$ cat src/rtl/gps_corr_pkg.sv
// Shared types and helpers for the C/A code correlator: default accumulator width,
// saturation limits, integration state encoding and the 1-bit BPSK product.
package gps_corr_pkg;

  localparam int ACC_W_DEF = 16;
  localparam int SAT_MAX   = (1 << (ACC_W_DEF - 1)) - 1;
  localparam int SAT_MIN   = -SAT_MAX;

  typedef enum logic {
    ST_IDLE,
    ST_INTEG
  } corr_state_t;

  // Sign bits encode 0 = +1, 1 = -1, so equal bits multiply to +1.
  function automatic logic signed [1:0] bpsk_prod(input logic a, input logic b);
    return (a == b) ? 2'sb01 : 2'sb11;
  endfunction

endpackage

$ cat src/rtl/corr_acc.sv
// One correlation arm: loads or adds a +/-1 product, clamping symmetrically at
// +/-(2^(ACC_W-1)-1). Once clamped the value holds until the next load.
module corr_acc
  import gps_corr_pkg::*;
#(
  parameter int ACC_W = ACC_W_DEF
) (
  input  logic                    clk,
  input  logic                    rst,
  input  logic                    en,
  input  logic                    load,
  input  logic signed [1:0]       prod,
  output logic signed [ACC_W-1:0] acc
);

  localparam logic signed [ACC_W-1:0] MAX   = {1'b0, {(ACC_W-1){1'b1}}};
  localparam logic signed [ACC_W-1:0] MIN   = -MAX;
  localparam logic signed [ACC_W:0]   MAX_X = {2'b00, {(ACC_W-1){1'b1}}};
  localparam logic signed [ACC_W:0]   MIN_X = -MAX_X;

  logic               sat_hit;
  logic signed [ACC_W:0] sum;

  assign sum = {acc[ACC_W-1], acc} + {{(ACC_W-1){prod[1]}}, prod};

  always_ff @(posedge clk) begin
    if (rst) begin
      acc     <= '0;
      sat_hit <= 1'b0;
    end else if (en) begin
      if (load) begin
        acc     <= {{(ACC_W-2){prod[1]}}, prod};
        sat_hit <= 1'b0;
      end else if (!sat_hit) begin
        if (sum > MAX_X) begin
          acc     <= MAX;
          sat_hit <= 1'b1;
        end else if (sum < MIN_X) begin
          acc     <= MIN;
          sat_hit <= 1'b1;
        end else begin
          acc <= sum[ACC_W-1:0];
        end
      end
    end
  end

endmodule

$ cat src/rtl/shift_reg.sv
// Serial-in parallel-out shift register; q[0] holds the most recently shifted bit.
module shift_reg #(
  parameter int bit_count = 4
) (
  input  logic                 clk,
  input  logic                 rst,
  input  logic                 en,
  input  logic                 d,
  output logic [bit_count-1:0] q
);

  always_ff @(posedge clk) begin
    if (rst) begin
      q <= '0;
    end else if (en) begin
      q <= {q[bit_count-2:0], d};
    end
  end

endmodule

$ cat src/rtl/ca_code_correlator.sv
// Early/prompt/late correlator for 1-bit IF samples against the local C/A replica,
// integrated over N_EPOCH code periods and handed off through a valid/ready dump register.
//
// state    | meaning
// ST_IDLE  | not armed; partial period after reset is discarded at the first epoch
// ST_INTEG | integrating; epoch_cnt counts code periods in the current dump
module ca_code_correlator
  import gps_corr_pkg::*;
#(
  parameter int SPACING = 2,
  parameter int ACC_W   = ACC_W_DEF,
  parameter int N_EPOCH = 1
) (
  input  logic                    clk,
  input  logic                    rst,
  input  logic                    sample_valid,
  input  logic                    sample_in,
  input  logic                    code_early,
  input  logic                    epoch,
  input  logic                    dump_ready,
  output logic                    dump_valid,
  output logic signed [ACC_W-1:0] e_acc,
  output logic signed [ACC_W-1:0] p_acc,
  output logic signed [ACC_W-1:0] l_acc,
  output logic                    overrun
);

  localparam logic [7:0] N_EP = 8'(N_EPOCH);

  logic [2*SPACING-1:0]   taps;
  logic                   code_prompt;
  logic                   code_late;
  logic                   unused_taps;
  logic signed [1:0]      prod_e;
  logic signed [1:0]      prod_p;
  logic signed [1:0]      prod_l;
  logic signed [ACC_W-1:0] acc_e;
  logic signed [ACC_W-1:0] acc_p;
  logic signed [ACC_W-1:0] acc_l;

  corr_state_t state, state_nxt;
  logic [7:0]  epoch_cnt, epoch_cnt_nxt;
  logic        load;
  logic        dump;

  shift_reg #(.bit_count(2*SPACING)) u_dly (
    .clk (clk),
    .rst (rst),
    .en  (sample_valid),
    .d   (code_early),
    .q   (taps)
  );

  assign code_prompt = taps[SPACING-1];
  assign code_late   = taps[2*SPACING-1];
  assign unused_taps = ^taps;

  assign prod_e = bpsk_prod(sample_in, code_early);
  assign prod_p = bpsk_prod(sample_in, code_prompt);
  assign prod_l = bpsk_prod(sample_in, code_late);

  corr_acc #(.ACC_W(ACC_W)) u_acc_e (
    .clk(clk), .rst(rst), .en(sample_valid), .load(load), .prod(prod_e), .acc(acc_e)
  );
  corr_acc #(.ACC_W(ACC_W)) u_acc_p (
    .clk(clk), .rst(rst), .en(sample_valid), .load(load), .prod(prod_p), .acc(acc_p)
  );
  corr_acc #(.ACC_W(ACC_W)) u_acc_l (
    .clk(clk), .rst(rst), .en(sample_valid), .load(load), .prod(prod_l), .acc(acc_l)
  );

  always_ff @(posedge clk) begin
    if (rst) begin
      state     <= ST_IDLE;
      epoch_cnt <= '0;
    end else begin
      state     <= state_nxt;
      epoch_cnt <= epoch_cnt_nxt;
    end
  end

  always_comb begin
    state_nxt     = state;
    epoch_cnt_nxt = epoch_cnt;
    load          = 1'b0;
    dump          = 1'b0;
    if (sample_valid && epoch) begin
      load          = 1'b1;
      epoch_cnt_nxt = 8'd1;
      state_nxt     = ST_INTEG;
      if (state == ST_INTEG) begin
        if (epoch_cnt < N_EP) begin
          load          = 1'b0;
          epoch_cnt_nxt = epoch_cnt + 8'd1;
        end else begin
          dump = 1'b1;
        end
      end
    end
  end

  // Dump captures the sums as they stood before the epoch sample, which starts the next integration.
  always_ff @(posedge clk) begin
    if (rst) begin
      dump_valid <= 1'b0;
      e_acc      <= '0;
      p_acc      <= '0;
      l_acc      <= '0;
      overrun    <= 1'b0;
    end else begin
      overrun <= dump && dump_valid && !dump_ready;
      if (dump) begin
        dump_valid <= 1'b1;
        e_acc      <= acc_e;
        p_acc      <= acc_p;
        l_acc      <= acc_l;
      end else if (dump_valid && dump_ready) begin
        dump_valid <= 1'b0;
      end
    end
  end

endmodule

$ cat config.mk
export PLATFORM = sky130hd
export DESIGN_NAME = ca_code_correlator
export DESIGN_NICKNAME = d
export VERILOG_FILES = /design/src/rtl/gps_corr_pkg.sv /design/src/rtl/corr_acc.sv /design/src/rtl/shift_reg.sv /design/src/rtl/ca_code_correlator.sv
export SDC_FILE = /design/constraint.sdc
export NUM_CORES = 1
export LEC_CHECK = 0
export CORE_MARGIN = 10
export CORE_UTILIZATION = 40
export DETAILED_ROUTE_END_ITERATION = 10
export HOLD_SLACK_MARGIN = 0.12
export PLACE_DENSITY_LB_ADDON = 0.2
export SLEW_MARGIN = 10
export SYNTH_ARGS = -nofsm -noshare
export SYNTH_HDL_FRONTEND = slang
export SYNTH_HIERARCHICAL = 1
export SYNTH_SLANG_ARGS = --single-unit
$ cat constraint.sdc
create_clock -name clk -period 8.5 [get_ports clk]
set_input_delay 0.85 -clock clk [delete_from_list [all_inputs] [get_ports clk]]
set_output_delay 0.85 -clock clk [all_outputs]
set_load 0.005 [all_outputs]
==> run summary <==
* **run status** complete, no violations
* **leakage component of the power** 3.41 nW
* **Avg Cell Area, Syn** 8.89 um^2
* **startpoint of the most critical hold path** l_acc[3]
* **IO buf count** 56
* **residual DRC count** 0
* **proportion of layout cells with a drive suffix above 1** 13.2%
* **CTS sink cnt** 114
* **share of the core filled with cells in the final layout** 47.2%
* **vias in the first global route** 6,449
* **DIE HEIGHT** 163 um
* **flop2flop setup slack** 4080 ps
* **number of antenna violations at the first check in global routing** 0
* **Crit. Startpoint** sample_in
* **Hold Crit Depth** 2
* **number of flops mapped to enable cells by yosys** 0
* **total of max-cap violations** 0
* **Synth Cell Area** 8120 um^2
* **max-slew violation total from the final report** 0
* **worst reg-to-reg path cell count** 11
* **total overflow reported by the global router** 0
* **vias per cell** 5.45
* **Worst path top cell family by delay** compound AO/OA/AOI/OAI gates
* **Worst slew margin** 24.0%
* **maximum ir drop on the vdd rail** 0.154 mV
* **combined buffer and inverter count along the critical path** 2
* **category of the worst setup path capture point** flop
* **Top FF cell, synth** sky130_fd_sc_hd__dfxtp_1
* **buffers inserted by post-CTS timing repair** 0
* **internal power** 0.00152 W
* **minimum setup slack after placement** 2910 ps
* **setup_tns** 0 ps
* **last weighted congestion value of the routability-driven placer** 0.859
* **setup ws final** 3330 ps
* **portion of total power attributed to sequential cells** 26.6%
* **router iterations before antenna repair** 5
* **warning count from the yosys run** 6
* **Initial Utilization** 40.4%
* **Unique masters post-synth** 82
* **clk slew on worst S/H paths** 50 ps
* **HPWL after detailed placement** 14.0 mm
* **R2R Path Start** u_dly/q[3]
* **clock tree from TritonCTS** built
* **pin slew with the least headroom to its limit** 1140 ps
* **total number of vias** 6,811
* **worst hold path type** flop to flop
* **Worst-Skew Late Latency** 420 ps
* **number of diodes** 0
* **data required time of the critical path** 8750 ps
* **cell chain of the critical path** clkdlybuf4s50_1 -> xor2_2 -> inv_1 -> fa_1 -> nand2b_1 -> a21bo_2 -> a21o_1 -> a211oi_2 -> nand4_1 -> or4_1 -> o21ai_2 -> a2111oi_1
* **most instantiated library cell after synthesis** sky130_fd_sc_hd__dfxtp_1
* **filler instances** 1,941
* **number of register bits inferred by synthesis** 114
* **initial detailed-routing violation count** 326
* **Final Routed Wirelength** 19.6 mm
* **share of power burned in combinational logic** 45.3%
* **number of buffers added by the clock tree synthesis step** 17
* **Clock power frac** 28.2%
* **slowest cell on the critical path** sky130_fd_sc_hd__xor2_2
* **detail-routed net length per standard cell** 15.7 um
* **largest cells by area after synthesis** sky130_fd_sc_hd__dfxtp_1, sky130_fd_sc_hd__nand2b_1, sky130_fd_sc_hd__ha_1
* **net switching component of the power** 0.00100 W
* **FF-to-FF End** u_acc_l/acc[9]
* **Synth top cells by count** sky130_fd_sc_hd__dfxtp_1, sky130_fd_sc_hd__nand2b_1, sky130_fd_sc_hd__nor2_1, sky130_fd_sc_hd__mux2i_1, sky130_fd_sc_hd__a21oi_1
* **Switching Fraction** 39.8%
* **global-route usage over all layers** 14.7%
* **sequential fraction of the synthesis area** 28.1%
* **final hold violation count** 0
* **largest area contributor in the netlist** sky130_fd_sc_hd__dfxtp_1
* **critical path type** input pin to flop
* **post-layout minimum cycle time** 5170 ps
* **cts hold-fix bufs** 0
* **Synth async-reset ratio** 0%
* **number of nets with antenna violations after routing** 0
* **final setup vio count** 0
* **worst-path maximum fanout** 20
* **peak per-stage delay on the critical path** 910 ps
* **CP arrival** 5420 ps
* **first-pass GRT wire length** 32.7 mm
* **post-route clock skew** 8.03 ps
* **Achievable Freq** 193 MHz
* **post-synthesis to final-layout area growth** 16.9%
* **synthesized instance count** 914
* **maximum number of pins on one net before global-route repair** 96
* **FP Rows** 52
* **fin nets** 1,026
* **post-synth top area share** 28.1%
* **setup repair after global routing missed its margin** false
* **sink of the worst hold path** l_acc[3]
* **Final period util** 60.8%
* **top-level I/O count** 57
* **Core Area** 20,100 um^2
* **power density relative to cell area** 266 nW/um^2
* **Die Outline Area** 26,400 um^2
* **CTS H-Tree Depth** 4
* **crit start category** input pin
* **maximum buffer depth of the clock tree** 2
* **CTS Root Buffer Type** sky130_fd_sc_hd__clkbuf_16
* **Resized Gates After CTS** 0
* **Die W** 163 um
-- worst reg2reg max path, stage by stage, from the launching register on --
cell                        delay [ps]
sky130_fd_sc_hd__dfxtp_1           380
sky130_fd_sc_hd__xor2_2            890
sky130_fd_sc_hd__inv_1             180
sky130_fd_sc_hd__fa_1              480
sky130_fd_sc_hd__nand2b_1          200
sky130_fd_sc_hd__a21bo_2           230
sky130_fd_sc_hd__a21o_1            190
sky130_fd_sc_hd__a211oi_2          270
sky130_fd_sc_hd__nand4_1           120
sky130_fd_sc_hd__or4_1             540
sky130_fd_sc_hd__o21ai_2           650
sky130_fd_sc_hd__a2111oi_1         130
-- area by class of cell --
cell class | instances | area (um^2) | area share, %
sequential | 114 | 2280 | 24.0
multi-input combinational | 742 | 5570 | 58.7
clock inverter | 9 | 104 | 1.09
inverter | 29 | 109 | 1.15
clock buffer | 23 | 488 | 5.14
timing repair buffer | 62 | 603 | 6.35
tap | 270 | 338 | 3.56
-- worst max path at each step --
stage / to / slack (ps) / depth (start not counted)
floorplan: u_acc_e/acc[10] / 4040 / 12
global placement: u_acc_l/acc[9] / 2970 / 12
detailed placement: u_acc_l/acc[9] / 2910 / 12
CTS: u_acc_l/acc[9] / 3320 / 12
global route: u_acc_l/acc[9] / 3030 / 12
finish: u_acc_l/acc[9] / 3330 / 12
-- power by group through the flow --
| stage | Sequential (W) | Clock, W | Combinational (W) |
|---|---|---|---|
| 6_report | 0.000670 | 0.000711 | 0.00114 |
| 2_1_floorplan | 0.000654 | 0 | 0.000931 |
| 3_3_place_gp | 0.000683 | 0 | 0.00113 |
| 3_5_place_dp | 0.000682 | 0 | 0.00113 |
| 5_1_grt | 0.000681 | 0.000755 | 0.00127 |
| 4_1_cts | 0.000671 | 0.000729 | 0.00114 |
-- metrics by stage --
step / cell area (um^2) / cells / hold WS (ps) / power, W
finish: 9500 / 1249 / 468 / 0.00252
global route: 9500 / 1249 / 491 / 0.00270
CTS: 9500 / 1249 / 475 / 0.00254
detailed placement: 8900 / 1217 / 461 / 0.00181
global placement: 8900 / 1217 / 460 / 0.00181
floorplan: 8140 / 919 / 452 / 0.00158
-- routing by layer --
layer | GRT usage [%] | vias to the layer above | part of all wire, %
met4 | 4.76 | 0 | 1.0
met5 | 0 | - | 0
met3 | 3.01 | 17 | 4.3
met2 | 22.5 | 111 | 45
li1 | - | 3487 | -
met1 | 20.2 | 3196 | 50
-- placed cells by master, fill, tap and decap left out, types with 5 or more instances in the layout --
master,n
sky130_fd_sc_hd__nand3b_1,5
sky130_fd_sc_hd__mux2i_1,57
sky130_fd_sc_hd__a211oi_1,16
sky130_fd_sc_hd__clkbuf_16,17
sky130_fd_sc_hd__a21o_1,9
sky130_fd_sc_hd__o21ai_0,35
sky130_fd_sc_hd__o21ai_2,5
sky130_fd_sc_hd__o21a_1,5
sky130_fd_sc_hd__nor3_2,22
sky130_fd_sc_hd__ha_1,50
sky130_fd_sc_hd__nor2_1,72
sky130_fd_sc_hd__a211oi_2,9
sky130_fd_sc_hd__a2111oi_2,9
sky130_fd_sc_hd__clkdlybuf4s50_1,55
sky130_fd_sc_hd__nor3_1,12
sky130_fd_sc_hd__nand4_1,11
sky130_fd_sc_hd__o211ai_1,10
sky130_fd_sc_hd__or2_2,5
sky130_fd_sc_hd__buf_4,7
sky130_fd_sc_hd__conb_1,6
sky130_fd_sc_hd__inv_1,29
sky130_fd_sc_hd__xnor2_1,12
sky130_fd_sc_hd__o21ai_1,5
sky130_fd_sc_hd__and4_1,8
sky130_fd_sc_hd__a221o_1,5
sky130_fd_sc_hd__nand2b_1,109
sky130_fd_sc_hd__a21oi_1,51
sky130_fd_sc_hd__dfxtp_1,114
sky130_fd_sc_hd__nand3_1,13
sky130_fd_sc_hd__xor2_1,18
sky130_fd_sc_hd__or4_1,5
sky130_fd_sc_hd__o31ai_1,6
sky130_fd_sc_hd__or3_1,6
sky130_fd_sc_hd__nand2_1,48
sky130_fd_sc_hd__o22ai_1,20
-- sequential cells by signal (all words and copies together) (netlist names) --
register,flops
epoch_cnt,8
state,1
overrun,1
u_acc_e/acc,16
u_acc_l/acc,16
dump_valid,1
l_acc,16
u_dly/q,4
u_acc_p/acc,16
u_acc_p/sat_hit,1
u_acc_e/sat_hit,1
u_acc_l/sat_hit,1
p_acc,16
e_acc,16
-- logic make-up after synthesis --
family	after synthesis	share of synthesized area (%)
mux	59	7.30
compound gates	246	23.7
xor+xnor	32	3.45
simple gates	342	24.5
fa+ha+maj	57	8.93
flops	114	28.1
buf+inv	63	3.94
other cells	1	0.0462
(Power assumes the default switching activity.)
